===== config.mk =====
export PLATFORM = sky130hd
export DESIGN_NAME = mem_arbiter
export DESIGN_NICKNAME = d
export VERILOG_FILES = /design/src/rtl/mem_arbiter.sv
export SDC_FILE = /design/constraint.sdc
export NUM_CORES = 1
export LEC_CHECK = 0
export CAP_MARGIN = 20
export CORE_MARGIN = 4
export CORE_UTILIZATION = 30
export CTS_CLUSTER_SIZE = 40
export DETAILED_ROUTE_END_ITERATION = 6
export GPL_ROUTABILITY_DRIVEN = 0
export PLACE_DENSITY_LB_ADDON = 0.12
export SYNTH_ARGS = -nofsm -noshare
export SYNTH_HDL_FRONTEND = slang
export SYNTH_SLANG_ARGS = --single-unit

===== constraint.sdc =====
create_clock -name clk -period 2.15 [get_ports clk]
set_clock_uncertainty 0.2 [all_clocks]
set_input_delay 0.43 -clock clk [delete_from_list [all_inputs] [get_ports clk]]
set_output_delay 0.43 -clock clk [all_outputs]
set_load 0.05 [all_outputs]

===== src/rtl/mem_arbiter.sv =====
// Two-port round-robin arbiter in front of a single-ported data memory.
// CPU and DMA issue level requests; each granted access completes with a one-cycle ack.
module mem_arbiter #(
    parameter int MEM_LAT = 1
) (
    input  logic        clk,
    input  logic        Rst,
    input  logic        cpu_req,
    input  logic        cpu_wr,
    input  logic [4:0]  cpu_addr,
    input  logic [15:0] cpu_wdata,
    output logic        cpu_ack,
    input  logic        dma_req,
    input  logic        dma_wr,
    input  logic [4:0]  dma_addr,
    input  logic [15:0] dma_wdata,
    output logic        dma_ack,
    output logic [15:0] rdata,
    output logic [4:0]  mem_addr,
    output logic        mem_wr,
    output logic [15:0] mem_wdata,
    input  logic [15:0] mem_rdata,
    output logic [1:0]  owner
);

    typedef enum logic [1:0] {IDLE, ACCESS, ACK} state_t;

    localparam logic [1:0] LAT_M1   = 2'(MEM_LAT - 1);
    localparam logic [1:0] OWN_NONE = 2'b00;
    localparam logic [1:0] OWN_CPU  = 2'b01;
    localparam logic [1:0] OWN_DMA  = 2'b10;

    state_t      state_q, state_d;
    logic [1:0]  cnt_q, cnt_d;
    logic        last_dma_q, last_dma_d;
    logic        wr_q, wr_d;
    logic [1:0]  owner_q, owner_d;
    logic [4:0]  addr_q, addr_d;
    logic [15:0] wdata_q, wdata_d;
    logic        mem_wr_q, mem_wr_d;
    logic [15:0] rdata_q, rdata_d;
    logic        cpu_ack_q, cpu_ack_d;
    logic        dma_ack_q, dma_ack_d;

    // DMA wins when it is the only requester, or on a tie when the CPU was served last.
    logic grant_dma;
    logic grant_wr;
    assign grant_dma = dma_req && (!cpu_req || !last_dma_q);
    assign grant_wr  = grant_dma ? dma_wr : cpu_wr;

    always_ff @(posedge clk or negedge Rst) begin
        if (!Rst) begin
            state_q    <= IDLE;
            cnt_q      <= 2'd0;
            last_dma_q <= 1'b1;
            wr_q       <= 1'b0;
            owner_q    <= OWN_NONE;
            addr_q     <= 5'd0;
            wdata_q    <= 16'd0;
            mem_wr_q   <= 1'b0;
            rdata_q    <= 16'd0;
            cpu_ack_q  <= 1'b0;
            dma_ack_q  <= 1'b0;
        end else begin
            state_q    <= state_d;
            cnt_q      <= cnt_d;
            last_dma_q <= last_dma_d;
            wr_q       <= wr_d;
            owner_q    <= owner_d;
            addr_q     <= addr_d;
            wdata_q    <= wdata_d;
            mem_wr_q   <= mem_wr_d;
            rdata_q    <= rdata_d;
            cpu_ack_q  <= cpu_ack_d;
            dma_ack_q  <= dma_ack_d;
        end
    end

    always_comb begin
        state_d = state_q;
        cnt_d   = cnt_q;
        case (state_q)
            IDLE: begin
                if (cpu_req || dma_req) begin
                    state_d = ACCESS;
                    cnt_d   = grant_wr ? 2'd0 : LAT_M1;
                end
            end
            ACCESS: begin
                if (cnt_q == 2'd0) state_d = ACK;
                else               cnt_d   = cnt_q - 2'd1;
            end
            ACK: begin
                state_d = IDLE;
                cnt_d   = 2'd0;
            end
            default: begin
                state_d = IDLE;
                cnt_d   = 2'd0;
            end
        endcase
    end

    always_comb begin
        last_dma_d = last_dma_q;
        wr_d       = wr_q;
        owner_d    = owner_q;
        addr_d     = addr_q;
        wdata_d    = wdata_q;
        rdata_d    = rdata_q;
        mem_wr_d   = 1'b0;
        cpu_ack_d  = 1'b0;
        dma_ack_d  = 1'b0;
        case (state_q)
            IDLE: begin
                if (cpu_req || dma_req) begin
                    last_dma_d = grant_dma;
                    wr_d       = grant_wr;
                    owner_d    = grant_dma ? OWN_DMA : OWN_CPU;
                    addr_d     = grant_dma ? dma_addr : cpu_addr;
                    wdata_d    = grant_dma ? dma_wdata : cpu_wdata;
                    mem_wr_d   = grant_wr;
                end
            end
            ACCESS: begin
                if (cnt_q == 2'd0) begin
                    if (!wr_q) rdata_d = mem_rdata;
                    cpu_ack_d = (owner_q == OWN_CPU);
                    dma_ack_d = (owner_q == OWN_DMA);
                end
            end
            ACK: begin
                owner_d = OWN_NONE;
                addr_d  = 5'd0;
                wdata_d = 16'd0;
            end
            default: begin
                owner_d = OWN_NONE;
            end
        endcase
    end

    assign cpu_ack   = cpu_ack_q;
    assign dma_ack   = dma_ack_q;
    assign rdata     = rdata_q;
    assign mem_addr  = addr_q;
    assign mem_wr    = mem_wr_q;
    assign mem_wdata = wdata_q;
    assign owner     = owner_q;

endmodule


==> results.sh, run 1 <==
export IMPL_hold_ws_ps=298
export IMPL_first_pass_iters=4
export IMPL_detail_route_vias_per_cell=4.75
export IMPL_cp_start_kind="flop"
export IMPL_cts_tree="built"
export IMPL_num_rows=30
export IMPL_end_kind="output port"
export IMPL_syn_area_mm2=0.00210
export IMPL_io_pins=106
export IMPL_syn_inst=158
export IMPL_slowest_stage="clkdlybuf4s50_1"
export IMPL_final_core_util=0.497
export IMPL_nets=334
export IMPL_grt_max_degree=49
export IMPL_ys_warn_count=0
export IMPL_vias=1737
export IMPL_outcome="finished, final reports clean"
export IMPL_syn_nets=223
export IMPL_layout_common_cells="clkdlybuf4s50_1 (83), dfrtp_1 (47), buf_4 (24), and3_1 (21), a221o_1 (21)"
export IMPL_grt_usage=0.138
export IMPL_critical_path_class="reg2out"
export IMPL_die_h_um=91.6
export IMPL_fin_crit_ps=2110
export IMPL_syn_area_per_cell_um2=13.3
export IMPL_p_leak_nw=1.56
export IMPL_period_share=0.979
export IMPL_ant_nets=0
export IMPL_numPortBuffers=105
export IMPL_cts_num_sinks=48
export IMPL_cts_setup_buffers=0
export IMPL_cts_root_buf="clkbuf_8"
export IMPL_holdCritPathClass="reg2reg"
export IMPL_cap_violations=0
export IMPL_final_common_cell="clkdlybuf4s50_1"
export IMPL_synth_distinct_cells=30
export IMPL_tns_ps=0
export IMPL_cts_clk_slew_worst_paths_ps=90
export IMPL_setup_viol=0
export IMPL_crit_buf_inv=1
export IMPL_die_w_um=91.6
export IMPL_grt_pass1_vias=1792
export IMPL_crit_chain="clkdlybuf4s50_1"
export IMPL_dieArea_mm2=0.00839
export IMPL_pre_cts_slack_ps=-316
export IMPL_grt_pass1_wl_mm=9.12
export IMPL_clock_path_buffers=2
export IMPL_antenna_found_initial=0
export IMPL_numCtsBuffers=5
export IMPL_diodes=0
export IMPL_syn2layout_area_growth_pct=60.9
export IMPL_max_stage_delay_ps=810
export IMPL_max_slew_margin=0.627
export IMPL_synth_seq_cells=48
export IMPL_first_iter_violations=36
export IMPL_routed_wl_mm=5.79
export IMPL_critPathTopFamily="buffers and inverters"
export IMPL_cp_arrival_ps=1480
export IMPL_worst_slew_pin_slew_ps=558
export IMPL_core_mm2=0.00679
export IMPL_ir_drop_v=0.000638
export IMPL_worst_slack_ps=44.8
export IMPL_fmax_mhz=475
export IMPL_initial_core_util=0.309
export IMPL_dp_hpwl_mm=4.19
export IMPL_drc=0
export IMPL_ys_seq_area_frac=0.573
export IMPL_hold_violations=0
export IMPL_layout_drive_gt1_share=0.219
export IMPL_rsz0062_at_grt="false"
export IMPL_slew_violations=0
export IMPL_clock_latency_ps=300
export IMPL_crit_fanout=2
export IMPL_h_tree_depth=2
export IMPL_p_per_area_mw_per_mm2=1560
export IMPL_grt_remaining_overflow=0
export IMPL_required_ps=1520
export IMPL_post_drt_wl_per_cell_um=15.8
layout make-up:
| class | count | area, um2 |
|---|---|---|
| Tap cell | 96 | 120 |
| Clock inverter | 2 | 38.8 |
| Inverter | 4 | 15.0 |
| Fill cell | 624 | 3420 |
| Timing Repair Buffer | 115 | 1120 |
| Sequential cell | 48 | 1200 |
| Clock buffer | 6 | 82.6 |
| Multi-Input combinational cell | 95 | 797 |
timing repair:
item                       CTS  global route
hold endpoints to repair    47             0
gates resized for setup      0             3
hold buffers                 1             0
setup endpoints to repair    0             3
registers in the layout (all words and copies together) (netlist names):
register	cells
cnt_q	2
last_dma_q	1
mem_wdata	16
dma_ack	1
mem_addr	5
rdata	16
mem_wr	1
cpu_ack	1
state_q	2
wr_q	1
owner	2
report_power, final:
part / internal, W / switching [W]
Sequential: 0.00130 / 0.000253
Clock: 0.000381 / 0.000311
Combinational: 0.00115 / 0.00185
Total: 0.00283 / 0.00242
through the flow:
stage	cells	total power [W]	area, um2
final	366	0.00525	3370
after global routing	366	0.00552	3370
after CTS	365	0.00530	3350
after detailed placement	356	0.00460	3220
after global placement	356	0.00457	3220
after floorplan	158	0.00362	2100
cells by family after synthesis:
family,synth area share
adders and majority gates,0.00597
and+or+nand+nor,0.142
AOI/OAI and AO/OA,0.141
DFF,0.573
buffers and inverters,0.0465
muxes,0.0907
synthesized netlist by cell type:
master,count,area [um2]
nor3b_1,2,15.0
nor2_8,1,20.0
dfrtp_1,47,1180
mux2_1,1,11.3
o21ai_0,2,10.0
nor3_1,2,10.0
nand2_1,2,7.51
and3_1,21,131
o21bai_4,1,18.8
ha_1,1,12.5
nand2b_1,5,31.3
nor3b_2,1,12.5
a21oi_1,4,20.0
buf_4,3,22.5
nor4b_1,1,8.76
a221o_1,21,210
mux2i_1,1,10.0
or2_2,1,6.26
a2bb2oi_1,1,8.76
and2_1,1,6.26
nor2_1,5,18.8
nand3b_4,1,20.0
mux2_2,15,169
dfstp_2,1,26.3
a21bo_2,1,10.0
inv_1,4,15.0
buf_6,4,45.0
clkbuf_1,4,15.0
a31oi_1,3,18.8
nor3_2,1,10.0
worst paths after layout:
path,from,endpoint,slack (ps),depth (start not counted)
hold / removal,rdata[6],rdata[6],300,1
max in group asynchronous,Rst,last_dma_q,1030,3
setup reg to reg,cnt_q[0],rdata[8],280,5
min in group asynchronous,Rst,mem_addr[4],440,3
hold reg to reg,rdata[6],rdata[6],300,1
setup / recovery,rdata[3],rdata[3],40,1
per-layer routing:
metal	vias up	track usage	routed length (um)
met3	15	0.0348	279
met4	0	0.0616	174
li1	813	-	-
met5	-	0	0
met2	54	0.231	2890
met1	855	0.166	2440
No activity file was read; power rests on OpenSTA's default activity.
==> run 2: changes to the inputs <==
Settings changed: CORE_UTILIZATION 30 to 40.
==> results.sh, run 2 (synthesis gave the netlist of run 1 again) <==
export IMPL_r2r_worst_path_cells=5
export IMPL_drc=0
export IMPL_core_mm2=0.00511
export IMPL_fill_cells=432
export IMPL_p_seq_frac=0.294
export IMPL_grt_usage=0.177
export IMPL_hold_violations=0
export IMPL_outcome="finished, final reports clean"
export IMPL_nets=334
export IMPL_num_rows=26
export IMPL_dieArea_mm2=0.00646
export IMPL_seq_area_mm2=0.00120
export IMPL_slowest_stage="clkdlybuf4s50_1"
export IMPL_ir_drop_v=0.000686
export IMPL_clock_path_buffers=2
export IMPL_ant_nets=0
export IMPL_pre_cts_slack_ps=-272
export IMPL_critical_path_class="reg2out"
export IMPL_critPathTopFamily="buffers and inverters"
export IMPL_grt_pass1_wl_mm=8.63
export IMPL_internal_power_w=0.00283
export IMPL_cts_tree="built"
export IMPL_cp_depth=1
export IMPL_post_drt_wl_per_cell_um=16.9
export IMPL_first_pass_iters=4
export IMPL_netSwitchingPower_w=0.00243
export IMPL_dp_hpwl_mm=4.31
export IMPL_antenna_found_initial=0
export IMPL_crit_buf_inv=1
export IMPL_combPwrFrac=0.574
export IMPL_end_kind="output port"
export IMPL_max_slew_margin=0.501
export IMPL_diodes=0
export IMPL_grt_remaining_overflow=0
export IMPL_crit_fanout=2
export IMPL_clockPowerShare=0.132
export IMPL_period_share=0.985
export IMPL_initial_core_util=0.411
export IMPL_layout_common_cells="clkdlybuf4s50_1 (86), dfrtp_1 (47), and3_1 (21), a221o_1 (21), buf_4 (17)"
export IMPL_fmax_mhz=472
export IMPL_r2r_start="cnt_q[0]"
export IMPL_first_iter_violations=111
export IMPL_cts_clk_slew_worst_paths_ps=100
export IMPL_detail_route_vias_per_cell=5.19
export IMPL_final_core_util=0.659
export IMPL_hold_depth=1
export IMPL_cts_num_sinks=48
export IMPL_p_per_area_mw_per_mm2=1570
export IMPL_syn2layout_area_growth_pct=60.5
export IMPL_routed_wl_mm=5.74
export IMPL_rsz0062_at_grt="false"
export IMPL_slew_violations=0
export IMPL_grt_pass1_vias=1748
export IMPL_worst_slew_pin_slew_ps=748
export IMPL_die_h_um=80.4
export IMPL_vias=1765
export IMPL_setup_viol=0
export IMPL_swShare=0.462
export IMPL_cp_start_kind="flop"
export IMPL_critPathCapture="mem_wdata[0]"
export IMPL_reg2reg_to="rdata[7]"
export IMPL_multi_input_comb_area_um2=803
export IMPL_die_w_um=80.4
export IMPL_final_common_cell="clkdlybuf4s50_1"
export IMPL_cp_arrival_ps=1490
export IMPL_power_total_w=0.00527
export IMPL_clock_latency_ps=300
export IMPL_holdCritPathClass="reg2reg"
export IMPL_cts_root_buf="clkbuf_8"
export IMPL_p_leak_nw=1.62
export IMPL_h_tree_depth=2
export IMPL_layout_drive_gt1_share=0.185
export IMPL_io_pins=106
export IMPL_rrSetupSlack_ps=250
export IMPL_numCtsBuffers=5
export IMPL_crit_chain="clkdlybuf4s50_1"
export IMPL_max_stage_delay_ps=810
export IMPL_required_ps=1520
export IMPL_fin_crit_ps=2120
export IMPL_crit_path_start="mem_wdata[0]"
export IMPL_worst_slack_ps=31.9
export IMPL_cap_violations=0
export IMPL_grt_max_degree=25
export IMPL_numPortBuffers=105
[run 2: final cells by class]
type | instances | area share
Clock buffer | 6 | 0.0245
Timing Repair Buffer | 115 | 0.338
Clock inverter | 2 | 0.0115
Sequential cell | 48 | 0.357
Multi-Input combinational cell | 95 | 0.239
Tap cell | 70 | 0.0260
Inverter | 4 | 0.00446
[run 2: worst min-delay path by stage]
stage / slack, ps / to / start
final: 290 / rdata[6] / rdata[6]
after global routing: 330 / rdata[15] / Rst
after CTS: 300 / rdata[6] / rdata[6]
after detailed placement: 100 / rdata[15] / Rst
after global placement: 100 / rdata[15] / Rst
after floorplan: -70 / cnt_q[0] / Rst
[run 2: power by group through the flow]
stage | clock, W | combinational, W | sequential [W]
2_1_floorplan | 0 | 0.000874 | 0.00275
3_3_place_gp | 0 | 0.00300 | 0.00155
3_5_place_dp | 0 | 0.00305 | 0.00156
4_1_cts | 0.000708 | 0.00305 | 0.00155
5_1_grt | 0.000747 | 0.00317 | 0.00160
6_report | 0.000695 | 0.00302 | 0.00155
[run 2: layer usage]
metal | routed length, um | vias to the layer above | track usage
met5 | 0 | - | 0
met4 | 172 | 0 | 0.0861
met3 | 360 | 13 | 0.0336
met2 | 2820 | 73 | 0.305
met1 | 2390 | 862 | 0.211
li1 | - | 817 | -
[run 2: through the flow]
| stage | instances | hold WS, ps | instance area (um2) | setup TNS [ps] |
|---|---|---|---|---|
| 6_report | 340 | 293 | 3370 | 0 |
| 5_1_grt | 340 | 326 | 3370 | 0 |
| 4_1_cts | 340 | 301 | 3340 | 0 |
| 3_5_place_dp | 331 | 99.1 | 3210 | -5090 |
| 3_3_place_gp | 331 | 101 | 3210 | -4420 |
| 2_1_floorplan | 158 | -65.6 | 2100 | 0 |
[run 2: what timing repair did]
action | 4_1_cts | 5_1_grt
endpoints found under the setup margin | 0 | 30
hold buffers | 1 | 0
endpoints found under the hold margin | 7 | 0
setup buffers | 0 | 0
resized for setup | 0 | 10
==> run 3: changes to the inputs <==
Settings changed: GPL_TIMING_DRIVEN set to 0.
==> results.sh, run 3 (synthesis gave the netlist of run 1 again) <==
export IMPL_crit_chain="clkdlybuf4s50_1"
export IMPL_fin_crit_ps=2120
export IMPL_fmax_mhz=473
export IMPL_numPortBuffers=105
export IMPL_h_tree_depth=2
export IMPL_outcome="finished, final reports clean"
export IMPL_dp_cells=334
export IMPL_syn2layout_area_growth_pct=61.9
export IMPL_grt_usage=0.182
export IMPL_slew_violations=0
export IMPL_grt_max_degree=34
export IMPL_num_rows=26
export IMPL_core_mm2=0.00511
export IMPL_diodes=0
export IMPL_hold_depth=1
export IMPL_antenna_found_initial=0
export IMPL_r2r_worst_path_cells=6
export IMPL_final_common_cell="clkdlybuf4s50_1"
export IMPL_internal_power_w=0.00286
export IMPL_busiest_layer="met2"
export IMPL_crit_fanout=2
export IMPL_fill_cells=403
export IMPL_ir_drop_v=0.000707
export IMPL_initial_core_util=0.411
export IMPL_required_ps=1520
export IMPL_post_drt_wl_per_cell_um=16.6
export IMPL_ant_nets=0
export IMPL_end_kind="output port"
export IMPL_critical_path_class="reg2out"
export IMPL_met3_usage=0.0471
export IMPL_reg2reg_to="rdata[10]"
export IMPL_setup_viol=0
export IMPL_drc=0
export IMPL_grt_remaining_overflow=0
export IMPL_clockPowerShare=0.121
export IMPL_p_leak_nw=1.65
export IMPL_hold_end="dma_ack"
export IMPL_cts_clk_slew_worst_paths_ps=80
export IMPL_cts_root_buf="clkbuf_8"
export IMPL_met2_usage=0.303
export IMPL_cp_arrival_ps=1490
export IMPL_grt_pass1_vias=1762
export IMPL_max_slew_margin=0.634
export IMPL_first_pass_iters=4
export IMPL_min_delay_start="owner[0]"
export IMPL_clock_path_buffers=2
export IMPL_worst_slew_pin_slew_ps=548
export IMPL_hold_violations=0
export IMPL_routed_wl_mm=5.69
export IMPL_seq_area_mm2=0.00120
export IMPL_dieArea_mm2=0.00646
export IMPL_swShare=0.457
export IMPL_p_per_area_mw_per_mm2=1550
export IMPL_period_share=0.984
export IMPL_netSwitchingPower_w=0.00241
export IMPL_numCtsBuffers=5
export IMPL_layout_drive_gt1_share=0.143
export IMPL_die_w_um=80.4
export IMPL_first_iter_violations=65
export IMPL_nets=337
export IMPL_dp_hpwl_mm=4.29
export IMPL_rsz0062_at_grt="false"
export IMPL_r2r_start="cnt_q[0]"
export IMPL_slowest_stage="clkdlybuf4s50_1"
export IMPL_rrSetupSlack_ps=270
export IMPL_combPwrFrac=0.591
export IMPL_max_stage_delay_ps=830
export IMPL_cap_violations=0
export IMPL_layout_common_cells="clkdlybuf4s50_1 (90), dfrtp_1 (47), and3_1 (21), a221o_1 (21), mux2_2 (15)"
export IMPL_fin_cells=343
export IMPL_holdCritPathClass="reg2reg"
export IMPL_crit_buf_inv=1
export IMPL_io_pins=106
export IMPL_die_h_um=80.4
export IMPL_cp_start_kind="flop"
export IMPL_grtUsageMet1=0.223
export IMPL_clock_latency_ps=290
export IMPL_critPathTopFamily="buffers and inverters"
export IMPL_multi_input_comb_area_um2=797
export IMPL_cts_num_sinks=48
export IMPL_grt_pass1_wl_mm=8.96
export IMPL_cp_depth=1
export IMPL_vias=1748
export IMPL_detail_route_vias_per_cell=5.10
export IMPL_p_seq_frac=0.288
export IMPL_cts_tree="built"
export IMPL_power_total_w=0.00526
## run 3: area by class of cell
| type | count | area share |
|---|---|---|
| multi-input cells | 95 | 0.235 |
| plain buffers | 11 | 0.0243 |
| clock buffers | 6 | 0.0214 |
| clock inverters | 2 | 0.0103 |
| inverters | 4 | 0.00442 |
| well taps | 70 | 0.0258 |
| flip-flops and latches | 48 | 0.354 |
| repair buffers | 107 | 0.325 |
## run 3: worst max-delay path by stage
stage	slack (ps)	startpoint	endpoint
after global placement	-970	Rst	cnt_q[0]
after CTS	20	mem_wdata[5]	mem_wdata[5]
after global routing	1	mem_wdata[0]	mem_wdata[0]
after detailed placement	-110	dma_req	mem_wdata[10]
final	30	mem_wdata[13]	mem_wdata[13]
after floorplan	430	cnt_q[0]	rdata[10]
## run 3: routing by layer
layer	routed length, um	share of wire	vias to the layer above
met3	333	0.059	15
met2	2900	0.51	55
li1	-	-	822
met1	2290	0.40	856
met4	165	0.029	0
met5	0	0	-
## run 3: metrics by stage
step | setup TNS (ps) | hold slack [ps] | util | instance area, um2 | worst slack [ps]
final | 0 | 290 | 0.665 | 3400 | 33.9
after global routing | 0 | 312 | 0.665 | 3400 | 1.45
after CTS | 0 | 295 | 0.659 | 3370 | 18.5
after detailed placement | -1820 | 169 | 0.636 | 3250 | -109
after global placement | -47600 | 268 | 0.634 | 3240 | -966
after floorplan | 0 | -65.6 | - | 2100 | 431
## run 3: power by group through the flow
| stage | logic [W] | clock network [W] | registers (W) |
|---|---|---|---|
| after floorplan | 0.000874 | 0 | 0.00275 |
| after global placement | 0.00312 | 0 | 0.00152 |
| after detailed placement | 0.00315 | 0 | 0.00154 |
| after CTS | 0.00314 | 0.000656 | 0.00152 |
| after global routing | 0.00327 | 0.000702 | 0.00157 |
| final | 0.00311 | 0.000639 | 0.00152 |
## run 3: repair_timing
action / 4_1_cts / 5_1_grt
endpoints found under the hold margin: 15 / 0
endpoints found under the setup margin: 2 / 12
buffers inserted: 0 / 0
gates cloned: 0 / 0
hold buffers: 1 / 0
resized for setup: 2 / 12
